<file path="src/rtl/spi_pkg.sv">
// Shared constants for the FIFO-based APB SPI master: register byte offsets,
// register bit positions and the transfer FSM state encoding.
package spi_pkg;

    localparam logic [7:0] REG_CTRL     = 8'h00;
    localparam logic [7:0] REG_DIV      = 8'h04;
    localparam logic [7:0] REG_MODE     = 8'h08;
    localparam logic [7:0] REG_STATUS   = 8'h0C;
    localparam logic [7:0] REG_DATA     = 8'h10;
    localparam logic [7:0] REG_IRQ_EN   = 8'h14;
    localparam logic [7:0] REG_CS_SEL   = 8'h18;
    localparam logic [7:0] REG_IRQ_STAT = 8'h1C;

    localparam int CTRL_EN   = 0;
    localparam int CTRL_LSBF = 1;
    localparam int CTRL_LOOP = 2;

    localparam int MODE_CPHA = 0;
    localparam int MODE_CPOL = 1;

    localparam int ST_BUSY    = 0;
    localparam int ST_TXFULL  = 1;
    localparam int ST_TXEMPTY = 2;
    localparam int ST_RXFULL  = 3;
    localparam int ST_RXEMPTY = 4;

    localparam int IRQ_DONE  = 0;
    localparam int IRQ_TXOVF = 1;
    localparam int IRQ_RXOVF = 2;
    localparam int IRQ_W     = 3;

    typedef enum logic [1:0] {
        IDLE  = 2'd0,
        SETUP = 2'd1,
        SHIFT = 2'd2,
        HOLD  = 2'd3
    } spi_state_e;

endpackage

</file>
<file path="src/rtl/spi_fifo.sv">
// Synchronous FIFO with show-ahead read data. Push while full and pop while
// empty are ignored; DEPTH must be a power of two.
module spi_fifo #(
    parameter int WIDTH = 8,
    parameter int DEPTH = 8
) (
    input  logic                     clk,
    input  logic                     rst_n,
    input  logic                     push,
    input  logic [WIDTH-1:0]         wdata,
    input  logic                     pop,
    output logic [WIDTH-1:0]         rdata,
    output logic                     full,
    output logic                     empty,
    output logic [$clog2(DEPTH):0]   count
);

    localparam int AW = $clog2(DEPTH);

    logic [WIDTH-1:0] mem [DEPTH];
    logic [AW-1:0]    wr_ptr;
    logic [AW-1:0]    rd_ptr;
    logic [AW:0]      cnt;
    logic             do_push;
    logic             do_pop;

    assign do_push = push && !full;
    assign do_pop  = pop && !empty;

    always_ff @(posedge clk or negedge rst_n) begin
        if (!rst_n) begin
            wr_ptr <= '0;
            rd_ptr <= '0;
            cnt    <= '0;
        end else begin
            if (do_push) wr_ptr <= wr_ptr + AW'(1);
            if (do_pop)  rd_ptr <= rd_ptr + AW'(1);
            cnt <= cnt + (AW+1)'(do_push) - (AW+1)'(do_pop);
        end
    end

    // Storage needs no reset: emptiness is tracked entirely by the pointers.
    always_ff @(posedge clk) begin
        if (do_push) mem[wr_ptr] <= wdata;
    end

    assign rdata = mem[rd_ptr];
    assign full  = (cnt == (AW+1)'(DEPTH));
    assign empty = (cnt == '0);
    assign count = cnt;

endmodule

</file>
<file path="src/rtl/spi_master_fifo.sv">
// APB SPI master with TX/RX FIFOs, selectable CPOL/CPHA, bit order and CS.
// Optional internal MOSI->MISO loopback (CTRL.LOOP) when SPI_LOOPBACK_EN is defined.
//
// state | meaning
// IDLE  | CS released, SCK parked at CPOL, waiting for EN and TX data
// SETUP | one half-period before the first edge, CS asserted
// SHIFT | 2*DATA_W half-periods of SCK edges
// HOLD  | one half-period after the last edge, then RX push and DONE
module spi_master_fifo
    import spi_pkg::*;
#(
    parameter int DATA_W     = 8,
    parameter int CS_NUM     = 4,
    parameter int FIFO_DEPTH = 8,
    parameter int DIV_W      = 16
) (
    input  logic              apb_clk,
    input  logic              apb_rst,
    input  logic [7:0]        PADDR,
    input  logic              PSEL,
    input  logic              PENABLE,
    input  logic              PWRITE,
    input  logic [31:0]       PWDATA,
    output logic [31:0]       PRDATA,
    output logic              PREADY,
    output logic              PSLVERR,
    output logic              spi_sck,
    output logic              spi_mosi,
    input  logic              spi_miso,
    output logic [CS_NUM-1:0] spi_cs,
    output logic              irq
);

    localparam int HP_W  = $clog2(2*DATA_W);
    localparam int CNT_W = $clog2(FIFO_DEPTH) + 1;
    localparam logic [HP_W-1:0] HP_LAST = HP_W'(2*DATA_W - 1);

    logic              acc, wr, rd;
    logic [7:0]        addr;
    logic              ctrl_en, ctrl_lsbf, ctrl_loop;
    logic [DIV_W-1:0]  div_q, div_cnt_q;
    logic              mode_cpha, mode_cpol;
    logic [IRQ_W-1:0]  irq_en_q, irq_stat_q, irq_set, irq_w1c;
    logic [7:0]        cs_sel_q;
    logic              irq_q;

    spi_state_e        state_q, state_d;
    logic              busy, tick;
    logic              load, lead, trail, hold_done, go_idle;
    logic [HP_W-1:0]   hp_q;
    logic              sck_q, mosi_q;
    logic [DATA_W-1:0] tx_sh_q, rx_sh_q;
    logic [CS_NUM-1:0] cs_q, cs_dec;
    logic              miso_int;

    logic              tx_push, tx_pop, tx_full, tx_empty;
    logic              rx_push, rx_pop, rx_full, rx_empty;
    logic              txovf_set, rxovf_set;
    logic [DATA_W-1:0] tx_rdata, rx_rdata;
    logic [CNT_W-1:0]  tx_count, rx_count;
    logic              unused_sig;

    function automatic logic head_bit(input logic [DATA_W-1:0] w, input logic lsbf);
        return lsbf ? w[0] : w[DATA_W-1];
    endfunction

    function automatic logic [DATA_W-1:0] shift_out(input logic [DATA_W-1:0] w, input logic lsbf);
        return lsbf ? (w >> 1) : (w << 1);
    endfunction

    assign acc    = PSEL && PENABLE;
    assign wr     = acc && PWRITE;
    assign rd     = acc && !PWRITE;
    assign addr   = {PADDR[7:2], 2'b00};
    assign PREADY = 1'b1;
    assign busy   = (state_q != IDLE);
    assign tick   = (div_cnt_q == '0);

    assign tx_push   = wr && (addr == REG_DATA) && !tx_full;
    assign txovf_set = wr && (addr == REG_DATA) && tx_full;
    assign rx_pop    = rd && (addr == REG_DATA) && !rx_empty;
    assign rx_push   = hold_done && !rx_full;
    assign rxovf_set = hold_done && rx_full;

    assign unused_sig = ^{PADDR[1:0], PWDATA, tx_count, rx_count};

    spi_fifo #(.WIDTH(DATA_W), .DEPTH(FIFO_DEPTH)) u_tx_fifo (
        .clk   (apb_clk),
        .rst_n (apb_rst),
        .push  (tx_push),
        .wdata (PWDATA[DATA_W-1:0]),
        .pop   (tx_pop),
        .rdata (tx_rdata),
        .full  (tx_full),
        .empty (tx_empty),
        .count (tx_count)
    );

    spi_fifo #(.WIDTH(DATA_W), .DEPTH(FIFO_DEPTH)) u_rx_fifo (
        .clk   (apb_clk),
        .rst_n (apb_rst),
        .push  (rx_push),
        .wdata (rx_sh_q),
        .pop   (rx_pop),
        .rdata (rx_rdata),
        .full  (rx_full),
        .empty (rx_empty),
        .count (rx_count)
    );

    // Timing configuration is frozen while a transfer is in flight.
    always_ff @(posedge apb_clk or negedge apb_rst) begin
        if (!apb_rst) begin
            ctrl_en   <= 1'b0;
            ctrl_lsbf <= 1'b0;
            div_q     <= '0;
            mode_cpha <= 1'b0;
            mode_cpol <= 1'b0;
            irq_en_q  <= '0;
            cs_sel_q  <= '0;
        end else if (wr) begin
            case (addr)
                REG_CTRL: begin
                    ctrl_en   <= PWDATA[CTRL_EN];
                    ctrl_lsbf <= PWDATA[CTRL_LSBF];
                end
                REG_DIV:    if (!busy) div_q <= PWDATA[DIV_W-1:0];
                REG_MODE: begin
                    if (!busy) begin
                        mode_cpha <= PWDATA[MODE_CPHA];
                        mode_cpol <= PWDATA[MODE_CPOL];
                    end
                end
                REG_IRQ_EN: irq_en_q <= PWDATA[IRQ_W-1:0];
                REG_CS_SEL: if (!busy) cs_sel_q <= PWDATA[7:0];
                default: ;
            endcase
        end
    end

`ifdef SPI_LOOPBACK_EN
    always_ff @(posedge apb_clk or negedge apb_rst) begin
        if (!apb_rst)                     ctrl_loop <= 1'b0;
        else if (wr && addr == REG_CTRL)  ctrl_loop <= PWDATA[CTRL_LOOP];
    end
`else
    assign ctrl_loop = 1'b0;
`endif

    assign miso_int = ctrl_loop ? mosi_q : spi_miso;

    always_comb begin
        irq_set            = '0;
        irq_set[IRQ_DONE]  = hold_done;
        irq_set[IRQ_TXOVF] = txovf_set;
        irq_set[IRQ_RXOVF] = rxovf_set;
        irq_w1c            = (wr && addr == REG_IRQ_STAT) ? PWDATA[IRQ_W-1:0] : '0;
    end

    // Hardware set is OR'd in after the clear so it wins a same-cycle W1C.
    always_ff @(posedge apb_clk or negedge apb_rst) begin
        if (!apb_rst) begin
            irq_stat_q <= '0;
            irq_q      <= 1'b0;
        end else begin
            irq_stat_q <= (irq_stat_q & ~irq_w1c) | irq_set;
            irq_q      <= |(irq_stat_q & irq_en_q);
        end
    end

    assign irq = irq_q;

    always_comb begin
        PRDATA = '0;
        if (rd) begin
            case (addr)
                REG_CTRL: begin
                    PRDATA[CTRL_EN]   = ctrl_en;
                    PRDATA[CTRL_LSBF] = ctrl_lsbf;
                    PRDATA[CTRL_LOOP] = ctrl_loop;
                end
                REG_DIV:  PRDATA[DIV_W-1:0] = div_q;
                REG_MODE: begin
                    PRDATA[MODE_CPHA] = mode_cpha;
                    PRDATA[MODE_CPOL] = mode_cpol;
                end
                REG_STATUS: begin
                    PRDATA[ST_BUSY]    = busy;
                    PRDATA[ST_TXFULL]  = tx_full;
                    PRDATA[ST_TXEMPTY] = tx_empty;
                    PRDATA[ST_RXFULL]  = rx_full;
                    PRDATA[ST_RXEMPTY] = rx_empty;
                end
                REG_DATA:     if (!rx_empty) PRDATA[DATA_W-1:0] = rx_rdata;
                REG_IRQ_EN:   PRDATA[IRQ_W-1:0] = irq_en_q;
                REG_CS_SEL:   PRDATA[7:0] = cs_sel_q;
                REG_IRQ_STAT: PRDATA[IRQ_W-1:0] = irq_stat_q;
                default: ;
            endcase
        end
    end

    always_comb begin
        PSLVERR = 1'b0;
        if (wr && busy && (addr == REG_DIV || addr == REG_MODE || addr == REG_CS_SEL))
            PSLVERR = 1'b1;
        if (txovf_set)
            PSLVERR = 1'b1;
        if (rd && addr == REG_DATA && rx_empty)
            PSLVERR = 1'b1;
    end

    always_ff @(posedge apb_clk or negedge apb_rst) begin
        if (!apb_rst) state_q <= IDLE;
        else          state_q <= state_d;
    end

    // Edge k (k = 0 at end of SETUP) is a leading edge when k is even.
    always_comb begin
        state_d   = state_q;
        tx_pop    = 1'b0;
        load      = 1'b0;
        lead      = 1'b0;
        trail     = 1'b0;
        hold_done = 1'b0;
        go_idle   = 1'b0;
        case (state_q)
            IDLE: begin
                if (ctrl_en && !tx_empty) begin
                    tx_pop  = 1'b1;
                    load    = 1'b1;
                    state_d = SETUP;
                end
            end
            SETUP: begin
                if (tick) begin
                    lead    = 1'b1;
                    state_d = SHIFT;
                end
            end
            SHIFT: begin
                if (tick) begin
                    if (hp_q == HP_LAST) state_d = HOLD;
                    else if (hp_q[0])    lead    = 1'b1;
                    else                 trail   = 1'b1;
                end
            end
            HOLD: begin
                if (tick) begin
                    hold_done = 1'b1;
                    if (ctrl_en && !tx_empty) begin
                        tx_pop  = 1'b1;
                        load    = 1'b1;
                        state_d = SETUP;
                    end else begin
                        go_idle = 1'b1;
                        state_d = IDLE;
                    end
                end
            end
            default: state_d = IDLE;
        endcase
    end

    always_comb begin
        for (int i = 0; i < CS_NUM; i++) cs_dec[i] = (cs_sel_q != 8'(i));
    end

    always_ff @(posedge apb_clk or negedge apb_rst) begin
        if (!apb_rst) begin
            div_cnt_q <= '0;
            hp_q      <= '0;
            sck_q     <= 1'b0;
            mosi_q    <= 1'b0;
            tx_sh_q   <= '0;
            rx_sh_q   <= '0;
            cs_q      <= '1;
        end else begin
            if (state_q == IDLE || tick) div_cnt_q <= div_q;
            else                         div_cnt_q <= div_cnt_q - DIV_W'(1);

            if (state_q == SETUP)              hp_q <= '0;
            else if (state_q == SHIFT && tick) hp_q <= hp_q + HP_W'(1);

            if (load)               sck_q <= mode_cpol;
            else if (lead || trail) sck_q <= ~sck_q;

            // CPHA=0 presents the first bit at load; CPHA=1 on the leading edge.
            if (load) begin
                if (!mode_cpha) begin
                    mosi_q  <= head_bit(tx_rdata, ctrl_lsbf);
                    tx_sh_q <= shift_out(tx_rdata, ctrl_lsbf);
                end else begin
                    tx_sh_q <= tx_rdata;
                end
            end else if ((lead && mode_cpha) || (trail && !mode_cpha)) begin
                mosi_q  <= head_bit(tx_sh_q, ctrl_lsbf);
                tx_sh_q <= shift_out(tx_sh_q, ctrl_lsbf);
            end

            if ((lead && !mode_cpha) || (trail && mode_cpha)) begin
                if (ctrl_lsbf) rx_sh_q <= {miso_int, rx_sh_q[DATA_W-1:1]};
                else           rx_sh_q <= {rx_sh_q[DATA_W-2:0], miso_int};
            end

            if (load)         cs_q <= cs_dec;
            else if (go_idle) cs_q <= '1;
        end
    end

    assign spi_sck  = (state_q == IDLE) ? mode_cpol : sck_q;
    assign spi_mosi = mosi_q;
    assign spi_cs   = cs_q;

endmodule
</file>
<file path="config.mk">
export PLATFORM = sky130hd
export DESIGN_NAME = spi_master_fifo
export DESIGN_NICKNAME = d
export VERILOG_FILES = /design/src/rtl/spi_pkg.sv /design/src/rtl/spi_fifo.sv /design/src/rtl/spi_master_fifo.sv
export SDC_FILE = /design/constraint.sdc
export NUM_CORES = 1
export LEC_CHECK = 0
export ABC_AREA = 1
export BUFFER_PORTS_ARGS = -buffer_cell sky130_fd_sc_hd__buf_2
export CAP_MARGIN = 20
export CORE_MARGIN = 5
export CORE_UTILIZATION = 25
export CTS_CLUSTER_DIAMETER = 100
export CTS_CLUSTER_SIZE = 14
export DETAILED_ROUTE_END_ITERATION = 10
export PLACE_DENSITY = 0.51
export SETUP_SLACK_MARGIN = 0.4
export SLEW_MARGIN = 30
export SYNTH_ARGS = -nofsm -noshare
export SYNTH_HDL_FRONTEND = slang
export SYNTH_SLANG_ARGS = --single-unit
</file>
<file path="constraint.sdc">
create_clock -name apb_clk -period 2.5 [get_ports apb_clk]
set_input_delay 0.5 -clock apb_clk [delete_from_list [all_inputs] [get_ports apb_clk]]
set_output_delay 0.5 -clock apb_clk [all_outputs]
set_load 0.03 [all_outputs]
</file>
==> metrics.txt, run 1 <==
status=finished with violations; violated checks=setup timing; commonest cells in the netlist=213 x nand2_1, 139 x nor2_1, 128 x edfxtp_1; TNS Setup=-0.757 ns; Clock Skews=0.0158 ns; startpoint types=register; combinational family with the most area after synthesis=simple AND/OR/NAND/NOR gates; Avg WL per Cell=14.9 um; GRT overflow=0; clk sinks=227; Die W=219 um; Worst-Skew Late Latency=0.50 ns; Ys Warns=0; sequential-to-total area share from yosys stat=0.582; post-synthesis adder-cell area fraction=0.0313; first-pass GRT wire length=44,400 um; Post-Synth XOR/XNOR Area=0.0201; peak supply drop=0.000482 V; Synth async-reset ratio=0.436; Worst-Margin Slew=0.584 ns; core box area=43,100 sq um; CP Capture Type=output port; Synth Area in Compound Gates=0.0973; fmax=0.379 GHz; commonest register cell after synthesis=edfxtp_1; count leader, synth=nand2_1; Port-buffer cells=51; LEAKAGE=5.70 nW; Final Power=10.4 mW; starting density of the core=0.252; Max-slew headroom=0.610; Rows=76; final worst path period need=2.64 ns; largest net degree at the start of global routing=44; dominant cell type by area after synthesis=edfxtp_1; share of the synthesized area in the top cell type=0.354; synthesized flop and latch total=227; Period Utilization, post-route=1.05; Antenna diodes=0; worst reg2reg startpoint=div_cnt_q[0]; WHS Endpoint=div_q[13]; Crit Path Class=register to output port; max-slew violation count=0; RD Place Congestion=0.812; Tot GR Track Use=0.115; I/O Pins=87; Setup violations, final=8; DRT Pass-1 Iters=5; clock slew seen by the registers of the worst setup and hold paths=0.07 ns; Max Root-Sink Buffers=3; vias in the first global route=8,046; power per cell area=744 nW/um^2; kind of path behind the tightest hold check=primary input to register; worst endpoint required time=2.00 ns; DRC viols=0; Hold Crit Depth=2; unrepaired setup endpoints after global routing=yes; Post-Syn Instances=1,146; Detailed Place HPWL=19,200 um; via/cell ratio=4.39; WL final=28,000 um; initial antenna violation count=0; layout cell share with drive strength beyond 1=0.244; CTS tree=done; vias=8,264; synth unique cells=42; Final WS setup=-0.135 ns; reg2reg end=u_tx_fifo.count[1]; mux contribution to synthesized area=0.00104; CP arrival=2.14 ns; Util after Layout=0.324; fin nets=1,357; die area=47,700 sq um; Die H=219 um; simple-gate share of the synthesized area=0.197; TritonCTS Buffers=20; Max Cap Violations=0; Avg Synthesized Cell Area=9.48 sq um; Area contributors post-synth=edfxtp_1 35%, dfrtp_1 22%, nand2_1 7.4%; EDFF count, synth=128; Root Buffer=clkbuf_16; Final Hold Fails=0; HP Start=PWDATA[13]; Post-DRT Antenna Nets=0; Worst Reg-to-Reg Cells=12; area grow syn2layout=28.4%; CP max FO=13; r2r setup slk=0.29 ns; initial drt markers=481; mapped cell area=10,900 sq um; # H-tree levels=1
-- kinds of logic (layout without fill, tap and decap cells) --
kind of cell / count (synthesis) / in the layout
AOI/OAI and AO/OA: 191 / 191
DFF: 227 / 227
buffers and inverters: 172 / 308
and+or+nand+nor: 502 / 502
muxes: 1 / 1
xor gates and xnor gates: 25 / 25
adders and majority gates: 26 / 26
other: 2 / 17
-- worst max path at each step --
stage	startpoint	to	slack [ns]	cells after the start
6_report	u_rx_fifo.rd_ptr[0]	PRDATA[0]	-0.14	9
5_1_grt	u_rx_fifo.rd_ptr[0]	PRDATA[0]	-0.23	9
4_1_cts	u_rx_fifo.rd_ptr[0]	PRDATA[0]	-0.19	10
3_5_place_dp	PADDR[6]	PRDATA[4]	0.03	10
3_3_place_gp	PADDR[6]	PRDATA[4]	0.05	10
2_1_floorplan	div_cnt_q[7]	u_tx_fifo.count[1]	0.24	12
-- cell usage in the layout, fill, tap and decap left out, types with 13 or more instances in the layout --
| cell type | instances |
|---|---|
| nand2_1 | 203 |
| edfxtp_1 | 128 |
| nor2_1 | 120 |
| o21ai_0 | 110 |
| dfrtp_1 | 93 |
| nand3_1 | 92 |
| inv_1 | 88 |
| buf_4 | 84 |
| buf_2 | 33 |
| buf_6 | 30 |
| a21oi_1 | 21 |
| clkbuf_16 | 21 |
| inv_2 | 20 |
| conb_1 | 17 |
| ha_1 | 16 |
| nor3_2 | 15 |
| xor2_1 | 15 |
| o21ai_1 | 15 |
| nor2_2 | 13 |
-- layer usage --
layer	share of wire	vias up	GRT usage
met1	0.48	3969	0.164
li1	-	4094	-
met5	0	-	0
met3	0.045	29	0.0159
met4	0.020	0	0.0243
met2	0.46	172	0.186
-- power breakdown --
group          internal, mW  leakage (nW)  total [mW]  switching (mW)
Clock                  1.51         0.274        2.88            1.37
Combinational          1.20          3.01        2.99            1.79
Sequential             4.26          2.42        4.50           0.246
-- area by class of cell --
class	instances	area, sq um
clock buffers	32	546
clock inverters	2	32.5
fillers	4448	29100
inverters	114	467
multi-input cells	762	4450
flip-flops and latches	227	6330
well taps	585	732
repair buffers	159	1390
repair inverters	1	7.51
-- registers in the layout, indices dropped and copies added, names as in the netlist, 2 cells and up --
register          count
cs_sel_q              8
div_cnt_q            16
div_q                16
hp_q                  4
irq_en_q              3
irq_stat_q            3
rx_sh_q               8
spi_cs                4
state_q               2
tx_sh_q               8
u_rx_fifo.count       4
u_rx_fifo.mem        64
u_rx_fifo.rd_ptr      3
u_rx_fifo.wr_ptr      3
u_tx_fifo.count       4
u_tx_fifo.mem        64
u_tx_fifo.rd_ptr      3
u_tx_fifo.wr_ptr      3
-- what timing repair did --
action / 4_1_cts / 5_1_grt
pin swaps: 29 / 26
cloned: 4 / 1
hold buffers: 1 / 0
endpoints found under the hold margin: 16 / 0
setup buffers: 31 / 21
endpoints found under the setup margin: 106 / 122
gates resized for setup: 97 / 71
-- worst max-delay path, cell delays in order (launching register included) --
cell and delay [ns]:
dfrtp_2 0.46, clkinv_4 0.09, buf_12 0.15, o21ai_1 0.12, o21ai_1 0.07, o211ai_1 0.30
nand3_1 0.17, nand2_1 0.09, inv_1 0.05, buf_6 0.13
-- per-stage QoR --
step | hold WS [ns] | worst slack [ns] | instance area [sq um] | instances
floorplan | 0.204 | 0.240 | 11200 | 1161
global placement | 0.462 | 0.0489 | 12300 | 1790
detailed placement | 0.460 | 0.0346 | 12300 | 1790
CTS | 0.196 | -0.186 | 13500 | 1860
global route | 0.213 | -0.233 | 14000 | 1882
finish | 0.222 | -0.135 | 14000 | 1882
Power figures use the tool's default switching activity.
==> run 2: changes to the inputs <==
- PLACE_DENSITY: 0.51 -> 0.5
- clock period: 2.5 -> 2.48 ns (I/O delays scaled with it)
==> metrics.txt, run 2 (synthesis results as in run 1) <==
vias in the first global route=7,806; initial drt markers=485; CP max FO=8; Max-slew headroom=0.632; most frequent cells in the layout=204 x nand2_1, 128 x edfxtp_1, 117 x nor2_1; TritonCTS Buffers=20; clock slew seen by the registers of the worst setup and hold paths=0.07 ns; Clock Skews=0.0364 ns; most common cell after layout, fill and taps aside=nand2_1; Worst-Margin Slew=0.551 ns; worst endpoint required time=1.98 ns; initial antenna violation count=0; GRT overflow=0; Period Utilization, post-route=1.07; combinational power share=0.285; Final WS setup=-0.163 ns; Worst-Skew Late Latency=0.53 ns; Rows=76; first-pass GRT wire length=44,200 um; starting density of the core=0.252; Max Cap Violations=0; sequential share of power=0.436; CP peak stage delay=0.46 ns; layout cell share with drive strength beyond 1=0.242; Util after Layout=0.324; Crit Path Class=register to output port; Tot GR Track Use=0.115; I/O Pins=87; Clk pwr share=0.280; violated checks=setup timing; Port-buffer cells=51; Hold Slack=0.209 ns; startpoint types=register; core box area=43,100 sq um; LEAKAGE=5.61 nW; delay-heaviest family, CP=flip-flops; via/cell ratio=4.31; die area=47,700 sq um; Post-Place Setup Slack=0.0250 ns; Max Root-Sink Buffers=3; area grow syn2layout=28.2%; Root Buffer=clkbuf_16; WL final=28,000 um; largest net degree at the start of global routing=48; Final Hold Fails=0; switching share of power=0.329; CP Capture Type=output port; peak supply drop=0.000507 V; status=finished with violations; internal power=7.00 mW; Antenna diodes=0; power per cell area=749 nW/um^2; final worst path period need=2.64 ns; Slowest-stage cell, CP=dfrtp_2; CP Buf/Inv Count=3; crit-path cells=buf_12 > nor2_4 > nor2_2 > o21ai_4 > o21ai_2 > o211ai_1 > nand3_1 > nand2_1 > inv_1 > buf_6; fmax=0.378 GHz; DRC viols=0; # H-tree levels=1; CTS tree=done; vias=8,072; Net Sw Power=3.44 mW; Avg WL per Cell=14.9 um; Top Registers=u_rx_fifo.mem: 64 flops, u_tx_fifo.mem: 64 flops; Die H=219 um; Post-DRT Antenna Nets=0; RD Place Congestion=0.800; Detailed Place HPWL=19,300 um; fin nets=1,349; Setup violations, final=8; kind of path behind the tightest hold check=primary input to register; unrepaired setup endpoints after global routing=yes; clk sinks=227; Fillers=4,434; DRT Pass-1 Iters=5; Die W=219 um; max-slew violation count=0; CP arrival=2.15 ns
[run 2: timing repair]
action | 4_1_cts | 5_1_grt
cloned | 4 | 0
hold buffers | 1 | 0
pin swaps | 44 | 29
buffers inserted | 30 | 15
hold endpoints to repair | 29 | 0
resized for setup | 128 | 54
setup endpoints to repair | 106 | 129
[run 2: through the flow]
stage,total power [mW],setup TNS (ns),instance area (sq um),cells
2_1_floorplan,6.44,0,11200,1161
3_3_place_gp,7.03,0,12300,1790
3_5_place_dp,7.07,0,12300,1790
4_1_cts,10.4,-1.23,13600,1858
5_1_grt,11.1,-1.62,13900,1873
6_report,10.4,-0.864,13900,1873
[run 2: metal layers]
metal,vias up,global-route usage,share of wire
met5,-,0,0
met3,32,0.0179,0.041
li1,4062,-,-
met4,0,0.0190,0.014
met2,137,0.186,0.46
met1,3841,0.167,0.49
[run 2: area by class of cell]
| type | instances | area, sq um | share of cell area |
|---|---|---|---|
| inverters | 114 | 447 | 0.0320 |
| multi-input cells | 762 | 4510 | 0.323 |
| clock buffers | 31 | 542 | 0.0389 |
| repair buffers | 151 | 1350 | 0.0968 |
| flip-flops and latches | 227 | 6330 | 0.454 |
| repair inverters | 1 | 7.51 | 0.000539 |
| well taps | 585 | 732 | 0.0525 |
| clock inverters | 2 | 27.5 | 0.00197 |
[run 2: worst paths after layout]
kind                                           end  cells past startpoint           startpoint  slack, ns
min in group asynchronous            div_cnt_q[13]                      2              apb_rst       0.45
worst min register to register           spi_cs[2]                      1          cs_sel_q[1]       0.44
worst max-delay path                     PRDATA[0]                     10  u_rx_fifo.rd_ptr[0]      -0.16
max in group asynchronous               tx_sh_q[6]                      3              apb_rst       1.31
worst max register to register  u_tx_fifo.count[1]                     11         div_cnt_q[8]       0.27
worst min-delay path                     div_q[13]                      2           PWDATA[13]       0.21
[run 2: power by group through the flow]
stage | Clock, mW | Combinational (mW) | Sequential (mW)
finish | 2.92 | 2.97 | 4.55
global route | 3.16 | 3.33 | 4.58
CTS | 3.02 | 2.84 | 4.55
detailed placement | 0 | 2.44 | 4.63
global placement | 0 | 2.40 | 4.62
floorplan | 0 | 1.83 | 4.61
==> run 3: changes to the inputs <==
- SKIP_CTS_REPAIR_TIMING: default -> 1
- SYNTH_HIERARCHICAL: default -> 1
==> metrics.txt, run 3 <==
status=finished with violations; violated checks=hold timing, setup timing; Reg area=6330 sq um; first-pass GRT wire length=47,100 um; worst endpoint required time=1.98 ns; Synth async-reset ratio=0.436; Period Utilization, post-route=1.10; clk sinks=227; multi-input combinational cell area=4680 sq um; Clock Skews=0.0568 ns; Max Cap Violations=0; dominant cell type by area after synthesis=edfxtp_1; LEAKAGE=6.60 nW; WL final=29,500 um; Hold Slack=-0.00700 ns; largest net degree at the start of global routing=100; crit-path cells=inv_4 > buf_12 > nand2_1 > nand3_1 > nand2_1 > nand2_1 > nand2_2 > a22oi_2 > o21ai_0 > nand2_1 > inv_2 > buf_2; Final Hold Fails=2; CTS tree=done; vias in the first global route=8,605; Slowest-stage cell, CP=dfrtp_2; EDFF count, synth=128; CP dominant cell by count=nand2_1; initial drt markers=397; kind of path behind the tightest hold check=primary input to async pin; worst reg2reg startpoint=div_cnt_q[0]; Post-DRT Antenna Nets=0; core box area=46,600 sq um; Tot GR Track Use=0.114; mapped cell area=11,800 sq um; share of the synthesized area in the top cell type=0.326; most frequent cells in the layout=362 x nand2_1, 208 x inv_1, 128 x edfxtp_1; CP arrival=2.23 ns; unrepaired setup endpoints after global routing=yes; Die W=227 um; CP max FO=12; DRC viols=0; Final WS setup=-0.247 ns; die area=51,600 sq um; Worst-Margin Slew=0.593 ns; Max Root-Sink Buffers=3; Port-buffer cells=51; Post-Syn Instances=1,327; simple-gate share of the synthesized area=0.237; startpoint types=register; mux contribution to synthesized area=0.00478; vias=8,808; Area contributors post-synth=edfxtp_1 33%, dfrtp_1 20%, nand2_1 12%; fin nets=1,525; clock slew seen by the registers of the worst setup and hold paths=0.07 ns; Crit Path Class=register to output port; post-route insts no fill=2,075; # H-tree levels=1; commonest register cell after synthesis=edfxtp_1; CP Buf/Inv Count=4; RD Place Congestion=0.788; DRT Pass-1 Iters=4; Top Registers=u_rx_fifo/mem: 64 flops, u_tx_fifo/mem: 64 flops; max-slew violation count=0; Post-Place Setup Slack=-0.0549 ns; TritonCTS Buffers=20; CP Capture Type=output port; Root Buffer=clkbuf_16; delay-heaviest family, CP=simple AND/OR/NAND/NOR gates; power per cell area=715 nW/um^2; Finished Cell Area=14,600 sq um; Post-Synth XOR/XNOR Area=0.0156; Critical Path Start=u_rx_fifo/rd_ptr[0]; Avg Synthesized Cell Area=8.88 sq um; synthesized flop and latch total=227; fmax=0.367 GHz; Detailed Place HPWL=20,900 um; Area after DPL=13,300 sq um; initial antenna violation count=1; Rows=79; area grow syn2layout=23.5%; GRT overflow=0; layout cell share with drive strength beyond 1=0.234; count leader, synth=nand2_1; peak supply drop=0.000462 V; Setup violations, final=8; Fillers=4,784; commonest cells in the netlist=374 x nand2_1, 231 x inv_1, 128 x edfxtp_1; Die H=227 um; synth unique cells=46; starting density of the core=0.253; CP peak stage delay=0.46 ns; Synth Area in Compound Gates=0.0613; Ys Warns=6; via/cell ratio=4.24; final worst path period need=2.73 ns; sequential-to-total area share from yosys stat=0.537; post-synthesis adder-cell area fraction=0.0289; I/O Pins=87; Inst Count DP=2,024; combinational family with the most area after synthesis=simple AND/OR/NAND/NOR gates; most common cell after layout, fill and taps aside=nand2_1; Max-slew headroom=0.605; Final Power=10.4 mW; Worst-Skew Late Latency=0.55 ns; Avg WL per Cell=14.2 um
run 3: changes by cell type after synthesis, sizes merged, moves of 5 or more:
cell    change
nand2     +182
clkbuf      -9
nand3      +14
buf        +10
nand4       +7
a21oi      -14
o21ai      -46
o221ai      -5
or2         +9
nor2       -91
inv       +125
run 3: power breakdown:
| group | leakage [nW] | switching (mW) | total (mW) | internal [mW] |
|---|---|---|---|---|
| Clock | 0.285 | 1.45 | 3.02 | 1.57 |
| Sequential | 2.46 | 0.243 | 4.55 | 4.30 |
| Combinational | 3.85 | 1.77 | 2.84 | 1.07 |
| Total | 6.60 | 3.46 | 10.4 | 6.94 |
run 3: final timing paths:
| kind | to | slack, ns | cells after the start |
|---|---|---|---|
| max | PRDATA[6] | -0.25 | 12 |
| min | div_cnt_q[15] | -0.007 | 2 |
| max reg2reg | u_tx_fifo/count[1] | 0.03 | 18 |
| min reg2reg | div_cnt_q[10] | 0.49 | 2 |
| max in group asynchronous | u_tx_fifo/rd_ptr[1] | 1.99 | 2 |
| min in group apb_clk | div_q[9] | 0.16 | 3 |
run 3: final cells by class:
type                            instances  share of cell area
Inverter                              238              0.0628
Clock buffer                           34              0.0387
Timing Repair Buffer                  148              0.0871
Multi-Input combinational cell        818               0.322
Clock inverter                          2             0.00267
Antenna cell                            1            0.000172
Sequential cell                       227               0.435
Tap cell                              607              0.0522
run 3: through the flow:
step	hold WS [ns]	utilization	setup TNS (ns)
after detailed placement	0.478	0.287	-0.0883
after global routing	0.000914	0.313	-2.72
final	-0.00700	0.313	-1.33
after global placement	0.476	0.287	-0.126
after floorplan	0.200	-	0
after CTS	0.0235	0.299	-2.65
run 3: metal layers:
metal / vias up / track usage / wire length [um]
met3: 36 / 0.0157 / 1010
met4: 0 / 0.0322 / 632
met1: 4199 / 0.159 / 13900
met2: 124 / 0.188 / 14000
li1: 4449 / - / -
met5: - / 0 / 0
run 3: cells by family after synthesis:
kind of cell / Yosys count
xor gates and xnor gates: 21
muxes: 5
AOI/OAI and AO/OA: 129
buffers and inverters: 297
other: 2
DFF: 227
and+or+nand+nor: 620
adders and majority gates: 26
